<file path="src/rtl/pir_alarm_ctrl_n_pkg.sv">
// pir_pkg: shared types for the PIR alarm controller.
//   state_t      one-hot controller state
//   log_entry_w  width of one event-log entry ({detect mask, max sample})
package pir_pkg;

  typedef enum logic [3:0] {
    INIT  = 4'b0001,
    IDLE  = 4'b0010,
    ALARM = 4'b0100,
    STOP  = 4'b1000
  } state_t;

  function automatic int log_entry_w(input int num_sensors, input int sample_w);
    return num_sensors + sample_w;
  endfunction

endpackage

</file>
<file path="src/rtl/pir_event_log.sv">
// pir_event_log: synchronous FIFO with show-ahead read data.
//   clk, rst_n  clock / synchronous active-low reset
//   clr         drop all entries (pointers and count to 0)
//   push        write wr_data; ignored when full unless a pop happens too
//   pop         advance head; ignored when empty
//   rd_data     head entry, 0 while empty
//   full/empty/count  occupancy
// Drop-on-full accounting is the parent's job.
module pir_event_log #(
  parameter int WIDTH = 10,
  parameter int DEPTH = 8
) (
  input  logic                           clk,
  input  logic                           rst_n,
  input  logic                           clr,
  input  logic                           push,
  input  logic                           pop,
  input  logic [WIDTH-1:0]               wr_data,
  output logic [WIDTH-1:0]               rd_data,
  output logic                           full,
  output logic                           empty,
  output logic [$clog2(DEPTH+1)-1:0]     count
);

  localparam int AW  = (DEPTH > 1) ? $clog2(DEPTH) : 1;
  localparam int CNW = $clog2(DEPTH+1);

  logic [WIDTH-1:0] mem [DEPTH];
  logic [AW-1:0]    wr_ptr, rd_ptr;
  logic             do_push, do_pop;

  assign full    = (count == CNW'(DEPTH));
  assign empty   = (count == '0);
  assign do_pop  = pop && !empty && !clr;
  // a pop in the same cycle frees the slot the push needs
  assign do_push = push && !clr && (!full || do_pop);
  assign rd_data = empty ? '0 : mem[rd_ptr];

  always_ff @(posedge clk) begin
    if (do_push) mem[wr_ptr] <= wr_data;
  end

  always_ff @(posedge clk) begin
    if (!rst_n || clr) begin
      wr_ptr <= '0;
      rd_ptr <= '0;
      count  <= '0;
    end else begin
      if (do_push) wr_ptr <= (wr_ptr == AW'(DEPTH-1)) ? '0 : wr_ptr + 1'b1;
      if (do_pop)  rd_ptr <= (rd_ptr == AW'(DEPTH-1)) ? '0 : rd_ptr + 1'b1;
      count <= count + CNW'(do_push) - CNW'(do_pop);
    end
  end

endmodule

</file>
<file path="src/rtl/pir_alarm_ctrl_n.sv">
// pir_alarm_ctrl_n: NUM_SENSORS-channel PIR alarm controller.
//   clk, rst_n     clock / synchronous active-low reset
//   enable         arm switch, 0 returns to INIT and clears everything
//   stop_alarm     operator acknowledge, ends an alarm early
//   sensor_data    packed samples, channel i at [i*SAMPLE_W +: SAMPLE_W]
//   led, buzzer    alarm indicators (registered)
//   trig_count     popcount of led
//   peak_value/peak_sensor  largest alarm-time sample and its 1-based channel
//   log_*          event log read side: {mask, max sample} per alarm
module pir_alarm_ctrl_n
  import pir_pkg::*;
#(
  parameter int NUM_SENSORS  = 3,
  parameter int SAMPLE_W     = 7,
  parameter int THRESHOLD    = 50,
  parameter int DEBOUNCE     = 2,
  parameter int ALARM_CYCLES = 100,
  parameter int LOG_DEPTH    = 8
) (
  input  logic                                clk,
  input  logic                                rst_n,
  input  logic                                enable,
  input  logic                                stop_alarm,
  input  logic [NUM_SENSORS*SAMPLE_W-1:0]     sensor_data,
  output logic [NUM_SENSORS-1:0]              led,
  output logic                                buzzer,
  output logic [$clog2(NUM_SENSORS+1)-1:0]    trig_count,
  output logic [SAMPLE_W-1:0]                 peak_value,
  output logic [$clog2(NUM_SENSORS+1)-1:0]    peak_sensor,
  input  logic                                log_rd_en,
  output logic [NUM_SENSORS+SAMPLE_W-1:0]     log_rd_data,
  output logic                                log_empty,
  output logic [$clog2(LOG_DEPTH+1)-1:0]      log_count,
  output logic                                log_overflow
);

  localparam int CW  = $clog2(NUM_SENSORS+1);
  localparam int TW  = $clog2(ALARM_CYCLES);
  localparam int DW  = $clog2(DEBOUNCE+1);
  localparam int LW  = log_entry_w(NUM_SENSORS, SAMPLE_W);
  localparam logic [31:0] THR = 32'(THRESHOLD);

  state_t                                   state;
  logic [NUM_SENSORS-1:0][SAMPLE_W-1:0]     samp;
  logic [DW-1:0]                            cnt [NUM_SENSORS];
  logic [NUM_SENSORS-1:0]                   hit, det;
  logic [SAMPLE_W-1:0]                      cand_val;
  logic [CW-1:0]                            cand_idx;
  logic [TW-1:0]                            timer;
  logic                                     log_push, log_clr, log_full;
  logic [LW-1:0]                            log_wdata;

  assign samp = sensor_data;

  // per-channel hit / detect; THRESHOLD may exceed the sample range
  always_comb begin
    for (int i = 0; i < NUM_SENSORS; i++) begin
      hit[i] = (32'(samp[i]) >= THR);
      det[i] = (cnt[i] == DW'(DEBOUNCE));
    end
  end

  // debounce counters only run while armed; INIT/STOP force a fresh count
  always_ff @(posedge clk) begin
    for (int i = 0; i < NUM_SENSORS; i++) begin
      if (!rst_n || !(state == IDLE || state == ALARM) || !hit[i])
        cnt[i] <= '0;
      else if (cnt[i] != DW'(DEBOUNCE))
        cnt[i] <= cnt[i] + 1'b1;
    end
  end

  // strict > keeps the lowest index on ties
  always_comb begin
    cand_val = '0;
    cand_idx = '0;
    for (int i = 0; i < NUM_SENSORS; i++) begin
      if (samp[i] > cand_val) begin
        cand_val = samp[i];
        cand_idx = CW'(i + 1);
      end
    end
  end

  always_comb begin
    trig_count = '0;
    for (int i = 0; i < NUM_SENSORS; i++) trig_count = trig_count + CW'(led[i]);
  end

  assign log_push  = enable && (state == IDLE) && (|det);
  assign log_clr   = !enable || (state == INIT);
  assign log_wdata = {det, cand_val};

  pir_event_log #(.WIDTH(LW), .DEPTH(LOG_DEPTH)) u_log (
    .clk     (clk),
    .rst_n   (rst_n),
    .clr     (log_clr),
    .push    (log_push),
    .pop     (log_rd_en),
    .wr_data (log_wdata),
    .rd_data (log_rd_data),
    .full    (log_full),
    .empty   (log_empty),
    .count   (log_count)
  );

  always_ff @(posedge clk) begin
    if (!rst_n) begin
      state        <= INIT;
      led          <= '0;
      buzzer       <= 1'b0;
      timer        <= '0;
      peak_value   <= '0;
      peak_sensor  <= '0;
      log_overflow <= 1'b0;
    end else if (!enable) begin
      state        <= INIT;
      led          <= '0;
      buzzer       <= 1'b0;
      timer        <= '0;
      peak_value   <= '0;
      peak_sensor  <= '0;
      log_overflow <= 1'b0;
    end else begin
      // a push into a full log survives only if the head is popped this cycle
      if (log_push && log_full && !log_rd_en) log_overflow <= 1'b1;
      unique case (state)
        INIT: begin
          state        <= IDLE;
          led          <= '0;
          buzzer       <= 1'b0;
          peak_value   <= '0;
          peak_sensor  <= '0;
          log_overflow <= 1'b0;
        end
        IDLE: begin
          if (|det) begin
            state  <= ALARM;
            buzzer <= 1'b1;
            led    <= det;
            timer  <= '0;
            if (cand_val > peak_value) begin
              peak_value  <= cand_val;
              peak_sensor <= cand_idx;
            end
          end
        end
        ALARM: begin
          led   <= led | det;
          timer <= timer + 1'b1;
          if (cand_val > peak_value) begin
            peak_value  <= cand_val;
            peak_sensor <= cand_idx;
          end
          if (stop_alarm || timer == TW'(ALARM_CYCLES-1)) begin
            state  <= STOP;
            buzzer <= 1'b0;
            led    <= '0;
          end
        end
        STOP:    state <= IDLE;
        default: state <= INIT;
      endcase
    end
  end

endmodule

</file>
<file path="config.mk">
export PLATFORM = sky130hd
export DESIGN_NAME = pir_alarm_ctrl_n
export DESIGN_NICKNAME = d
export VERILOG_FILES = /design/src/rtl/pir_alarm_ctrl_n_pkg.sv /design/src/rtl/pir_event_log.sv /design/src/rtl/pir_alarm_ctrl_n.sv
export SDC_FILE = /design/constraint.sdc
export NUM_CORES = 1
export LEC_CHECK = 0
export CAP_MARGIN = 20
export CORE_MARGIN = 2
export CORE_UTILIZATION = 40
export DETAILED_ROUTE_END_ITERATION = 10
export MAX_ROUTING_LAYER = met4
export PLACE_DENSITY = 0.6
export SKIP_LAST_GASP = 1
export SYNTH_ARGS = -nofsm -noshare
export SYNTH_HDL_FRONTEND = slang
export SYNTH_SLANG_ARGS = --single-unit
export TNS_END_PERCENT = 5
</file>
<file path="constraint.sdc">
create_clock -name clk -period 10.6 [get_ports clk]
set_input_delay 2.12 -clock clk [delete_from_list [all_inputs] [get_ports clk]]
set_output_delay 2.12 -clock clk [all_outputs]
set_load 0.02 [all_outputs]
</file>
==> results.yml, run 1 <==
floorplan:
  effective_utilization_at_floorplan: 0.408
  die_w_um: 126
  fp.dieArea_um2: 15800
  top_level_ports: 57
  die-height_um: 126
  rows: 44
  core_region_area_um2: 14500
placement:
  quantity_of_i_o_buffers_inserted_on_ports: 56
  placed_area_um2: 6720
  detailed_placement_wirelength_estimate_um: 9050
  numPlacedInstances: 691
  place_ws_ns: 2.82
  finalWeightedCongestion: 0.888
sta:
  tns_ns: 0
  post-route-min-period_ns: 7.43
  maxClockFrequency_mhz: 135
  report.final.hold_viol_count: 0
  timing.final.crit_share: 0.701
  maxSlewViolCount: 0
  grt_setup_unrepaired: "no"
  setup_ws_ns: 3.17
  timing_worst_slew_pin_value_ns: 0.998
  setup-violations-final: 0
  finClkSkew_ns: 0.00888
  fin_hold_ws_ns: 0.486
  slew_headroom: 0.334
clock_network:
  post_cts.repair.setup_buffers: 0
  postCtsHoldBufs: 0
  cts_max_level: 4
  cts-root-buf: "clkbuf_16"
  postCtsResizedCells: 0
  cts_buffers: 17
  worst_skew_pair.late_latency_ns: 0.41
  cts_tree: "yes"
  clock_sinks: 124
  clock_tree.buffer_depth: 2
  clk_pin_slew_ns: 0.05
finish:
  design.final.nets: 591
  syn_to_final_growth_pct: 23.5
  diodes: 0
  multiInputGateArea_um2: 2420
  final_cell_count_no_fill: 725
  layout.cells.most_common: "edfxtp_1"
  final_layout_size_suffix_gt1_frac: 0.140
  most_frequent_cells_in_the_layout: "edfxtp_1 (86), clkdlybuf4s50_1 (56), nor2_1 (39)"
  fillers: 1271
  post_layout_instance_area_um2: 7300
  seq_area_um2: 3340
worst_setup_path:
  crit_path_start_kind: "primary input"
  worst_setup_path_end_kind: "register"
  worst_ep_arrival_time_ns: 7.76
  timing.critical_path.required_ns: 10.93
  critical_path_class: "in2reg"
  crit-reg2reg-launch: "cnt[0][0]"
  crit_fanout: 10
  critPathLaunch: "sensor_data[6]"
power:
  ir_worst_vdd_mv: 0.0948
  cellPowerDensity_nw_per_um2: 159
  static-leakage-power_nw: 2.54
routing:
  antenna_violating_nets_post_route: 0
  route.detailed.vias_per_inst: 5.33
  drt_iter0_markers: 199
  finalWirelength_um: 12900
  post_drt_wl_per_cell_um: 17.7
  detailedRoute.firstPassIterationCount: 4
  remaining_drc_errors: 0
  detailroute.via_count: 3863
min_path:
  hp-class: "reg2reg"
  holdCritStartpoint: "peak_value[6]"
synth:
  syn_inst: 462
  synth_enable_flop_cells: 86
  syn-num-nets: 525
  yosys_register_bits: 124
  seq_total_area_yosys: 0.566
  avgSynthCellArea_um2: 12.8
  yosysWarnings: 0
  synth-main-ff-cell: "edfxtp_1"
  yosysUniqueCellTypes: 53
  synth.cell_area_um2: 5910
  async_reset_ff_frac: 0
flow_run:
  maxcap_violations: 0
global_routing:
  grt_pass1_vias: 3938
  grt_max_degree: 21
  wire_length_of_the_first_global_routing_pass_um: 20500
  grt_util_all_layers: 0.177
  grt_overflow_total: 0
  grt_antenna_before_repair: 0
run_status:
  outcome: "finished, final reports clean"
## Yosys cell counts, types with 7 or more instances
| library cell | count | area share |
|---|---|---|
| edfxtp_1 | 86 | 0.44 |
| dfxtp_1 | 38 | 0.13 |
| mux2_2 | 11 | 0.021 |
| clkbuf_1 | 7 | 0.0044 |
| inv_1 | 33 | 0.021 |
| o21ai_0 | 11 | 0.0093 |
| nand2_1 | 30 | 0.019 |
| mux2i_1 | 15 | 0.025 |
| a21oi_1 | 26 | 0.022 |
| nand3_1 | 9 | 0.0076 |
| nor3_1 | 12 | 0.010 |
| ha_1 | 35 | 0.074 |
| nor4_1 | 7 | 0.0074 |
| nor2_1 | 39 | 0.025 |
| mux4_2 | 20 | 0.076 |
## cell type report
cell class	count	area share
tap	184	0.0315
sequential	124	0.458
timing repair buffer	63	0.0850
clock buffer	30	0.0718
multi-input combinational	289	0.332
inverter	33	0.0170
clock inverter	2	0.00480
## metal layers
layer,up-vias,track usage,wire length (um)
li1,1867,-,-
met1,1872,0.216,5830
met2,103,0.287,6320
met3,21,0.0398,440
met4,0,0.0686,261
met5,-,-,0
## cells by family after synthesis
| group | share of synthesized area |
|---|---|
| adder cells (fa/ha/maj) | 0.0809 |
| AND/OR/NAND/NOR | 0.118 |
| AO/OA/AOI/OAI | 0.0726 |
| buffers and inverters | 0.0339 |
| multiplexers | 0.123 |
| flip-flops | 0.566 |
| XOR/XNOR | 0.00593 |
## report_power, final
part	switching (mW)	internal, mW
sequential	0.00159	0.527
clock	0.188	0.353
combinational	0.0530	0.0353
total	0.243	0.916
## registers in the layout (all words and copies together) (netlist names), named ones only
name / flops
peak_value: 7
state: 4
peak_sensor: 2
buzzer: 1
u_log.wr_ptr: 3
timer: 7
cnt: 6
u_log.mem: 80
u_log.count: 4
log_overflow: 1
led: 3
u_log.rd_ptr: 3
## path summary, 6_finish.rpt
check / to / slack [ns] / cells after the start
setup reg to reg: u_log.mem[4][2] / 7.47 / 7
hold reg to reg: peak_value[6] / 0.49 / 2
setup / recovery: peak_value[3] / 3.17 / 21
hold / removal: peak_value[6] / 0.49 / 2
## critical path, stage by stage
cell             delay [ns]
clkdlybuf4s50_1        0.50
inv_1                  0.07
ha_1                   0.32
a21oi_1                0.16
o21ai_0                0.12
o21bai_1               0.54
mux2_2                 0.42
inv_1                  0.06
ha_1                   0.23
a211oi_1               0.26
nor2_1                 0.08
nor3_1                 0.25
o21bai_1               0.36
mux2_2                 0.50
ha_1                   0.32
nor2b_1                0.13
o211ai_1               0.17
a21oi_1                0.10
o21ai_0                0.46
a21oi_1                0.33
o2bb2ai_1              0.25
## through the flow
step / utilization / total power, mW
detailed placement: 0.464 / 0.626
global route: 0.504 / 1.20
finish: 0.504 / 1.16
floorplan: - / 0.594
CTS: 0.503 / 1.17
global placement: 0.464 / 0.623
Power figures use the tool's default switching activity.
==> run 2, diff against run 1 <==
--- a/config.mk
+++ b/config.mk
@@ -10,7 +10,7 @@
 export CORE_UTILIZATION = 40
 export DETAILED_ROUTE_END_ITERATION = 10
 export MAX_ROUTING_LAYER = met4
-export PLACE_DENSITY = 0.6
+export PLACE_DENSITY = 0.62
 export SKIP_LAST_GASP = 1
 export SYNTH_ARGS = -nofsm -noshare
 export SYNTH_HDL_FRONTEND = slang
==> constraint.sdc (replaced) <==
create_clock -name clk -period 6.7 [get_ports clk]
set_input_delay 1.34 -clock clk [delete_from_list [all_inputs] [get_ports clk]]
set_output_delay 1.34 -clock clk [all_outputs]
set_load 0.02 [all_outputs]
==> run 2 against run 1 <==
Routed wire length down 3.1%. Combinational power grew 63%. Non-clock buffer count up 2. Die area stayed put. Sequential power grew 58%. Critical endpoint is now peak_value[0].
==> results.yml, run 2 (synthesized netlist as in run 1, its figures left out) <==
worst_setup_path:
  critical_path_class: "in2reg"
  crit_fanout: 10
  reg2reg_setup_slack_ns: 3.42
  critical_path.reg2reg.endpoint: "u_log.mem[5][1]"
  worst_setup_path_end_kind: "register"
  crit_chain: "clkdlybuf4s50_1 > inv_1 > ha_1 > a21oi_1 > o21ai_0 > o21bai_1 > buf_4 > mux2_2 > inv_1 > ha_1 > a211oi_1 > nor2_1 > nor3_1 > o21bai_1 > mux2_2 > ha_1 > nor2b_1 > o211ai_1 > a21oi_1 > o21ai_0 > a21oi_1 > o22ai_1"
  max_stage_delay_ns: 0.54
  worstRegToRegCells: 9
  crit_family: "compound AO/OA/AOI/OAI gates"
  worst_ep_arrival_time_ns: 6.56
  timing.critical_path.slowest_stage_cell: "a21oi_1"
  cp.buffers_inverters: 4
  timing.critical_path.required_ns: 6.96
  crit_path_start_kind: "primary input"
  crit-reg2reg-launch: "cnt[1][0]"
global_routing:
  grt_overflow_total: 0
  grt_util_all_layers: 0.171
  wire_length_of_the_first_global_routing_pass_um: 20300
  grt_max_degree: 21
  grt_pass1_vias: 3950
  grt_antenna_before_repair: 0
routing:
  route.detailed.vias_per_inst: 5.33
  post_drt_wl_per_cell_um: 17.2
  finalWirelength_um: 12500
  drt_iter0_markers: 223
  antenna_violating_nets_post_route: 0
  detailroute.via_count: 3868
  detailedRoute.firstPassIterationCount: 4
  remaining_drc_errors: 0
sta:
  setup-violations-final: 0
  finClkSkew_ns: 0.00702
  timing_worst_slew_pin_value_ns: 1.05
  report.final.hold_viol_count: 0
  grt_setup_unrepaired: "no"
  tns_ns: 0
  post-route-min-period_ns: 6.30
  maxClockFrequency_mhz: 159
  maxSlewViolCount: 0
  timing.final.crit_share: 0.940
  setup_ws_ns: 0.400
  fin_hold_ws_ns: 0.478
  slew_headroom: 0.295
clock_network:
  postCtsHoldBufs: 0
  clk_pin_slew_ns: 0.05
  postCtsResizedCells: 0
  cts_tree: "yes"
  cts-root-buf: "clkbuf_16"
  clock_tree.buffer_depth: 2
  cts_max_level: 4
  post_cts.repair.setup_buffers: 0
  worst_skew_pair.late_latency_ns: 0.40
  clock_sinks: 124
  cts_buffers: 17
power:
  total_switching_power_mw: 0.405
  static-leakage-power_nw: 2.57
  total_power_mw: 1.96
  clkPwrFrac: 0.499
  combinationalPowerShare: 0.073
  ir_worst_vdd_mv: 0.182
  cellPowerDensity_nw_per_um2: 266
  sequentialPowerShare: 0.427
  netSwitchingFraction: 0.207
  cellInternalPower_mw: 1.55
floorplan:
  core_region_area_um2: 14500
  fp.dieArea_um2: 15800
  die-height_um: 126
  rows: 44
  die_w_um: 126
  effective_utilization_at_floorplan: 0.408
  top_level_ports: 57
finish:
  diodes: 0
  top_regs: "u_log.mem (80), peak_value (7), timer (7)"
  registers.top_by_ff_count: "u_log.mem"
  design.final.nets: 593
  fillers: 1250
  final_cell_count_no_fill: 726
  post_layout_instance_area_um2: 7360
  largest_register_ffs: 80
  finalCoreUtilization: 0.508
  syn_to_final_growth_pct: 24.5
  final_layout_size_suffix_gt1_frac: 0.153
  layout.cells.most_common: "edfxtp_1"
  most_frequent_cells_in_the_layout: "edfxtp_1 (86), clkdlybuf4s50_1 (56), nor2_1 (39)"
placement:
  detailed_placement_wirelength_estimate_um: 8780
  placed_area_um2: 6730
  quantity_of_i_o_buffers_inserted_on_ports: 56
  numPlacedInstances: 695
  place_ws_ns: 0.0470
  finalWeightedCongestion: 0.955
flow_run:
  maxcap_violations: 0
min_path:
  worst_hold_path.endpoint: "peak_value[3]"
  holdPathStages: 2
  hp-class: "reg2reg"
  holdCritStartpoint: "peak_value[3]"
run_status:
  outcome: "finished, final reports clean"
==> run 2: power groups by stage <==
| stage | Sequential (mW) | Clock (mW) | Combinational, mW |
|---|---|---|---|
| 2_1_floorplan | 0.850 | 0 | 0.0894 |
| 3_3_place_gp | 0.851 | 0 | 0.137 |
| 3_5_place_dp | 0.851 | 0 | 0.141 |
| 4_1_cts | 0.836 | 0.992 | 0.143 |
| 5_1_grt | 0.836 | 1.02 | 0.160 |
| 6_report | 0.836 | 0.976 | 0.144 |
==> run 2: worst max path at each step <==
stage	startpoint	endpoint	slack (ns)	cells past startpoint
after global placement	sensor_data[6]	peak_value[3]	0.25	22
after floorplan	sensor_data[6]	peak_value[0]	1.01	20
after detailed placement	sensor_data[6]	peak_value[2]	0.05	22
after CTS	sensor_data[6]	peak_value[2]	0.43	22
after global routing	sensor_data[6]	peak_value[0]	0.01	22
final	sensor_data[6]	peak_value[0]	0.40	22
==> run 2: worst reg2reg max path: cells and delay by family (launching register included) <==
kind,cells,cell delay [ns]
AND/OR/NAND/NOR,5,1.51
AO/OA/AOI/OAI,1,0.31
adder cells (fa/ha/maj),1,0.49
flip-flops,1,0.38
buffers and inverters,2,0.21
==> run 2: cell type report <==
type / count / area (um2) / area share
Sequential cell: 124 / 3340 / 0.454
Multi-Input combinational cell: 289 / 2400 / 0.327
Timing Repair Buffer: 65 / 628 / 0.0854
Clock buffer: 20 / 437 / 0.0593
Tap cell: 184 / 230 / 0.0313
Clock inverter: 11 / 191 / 0.0260
Inverter: 33 / 124 / 0.0168
==> run 2: per-layer routing <==
layer,GRT usage,part of all wire,up-vias
li1,-,-,1874
met1,0.211,0.45,1891
met2,0.278,0.51,90
met3,0.0317,0.030,13
met4,0.0712,0.011,0
met5,-,0,-
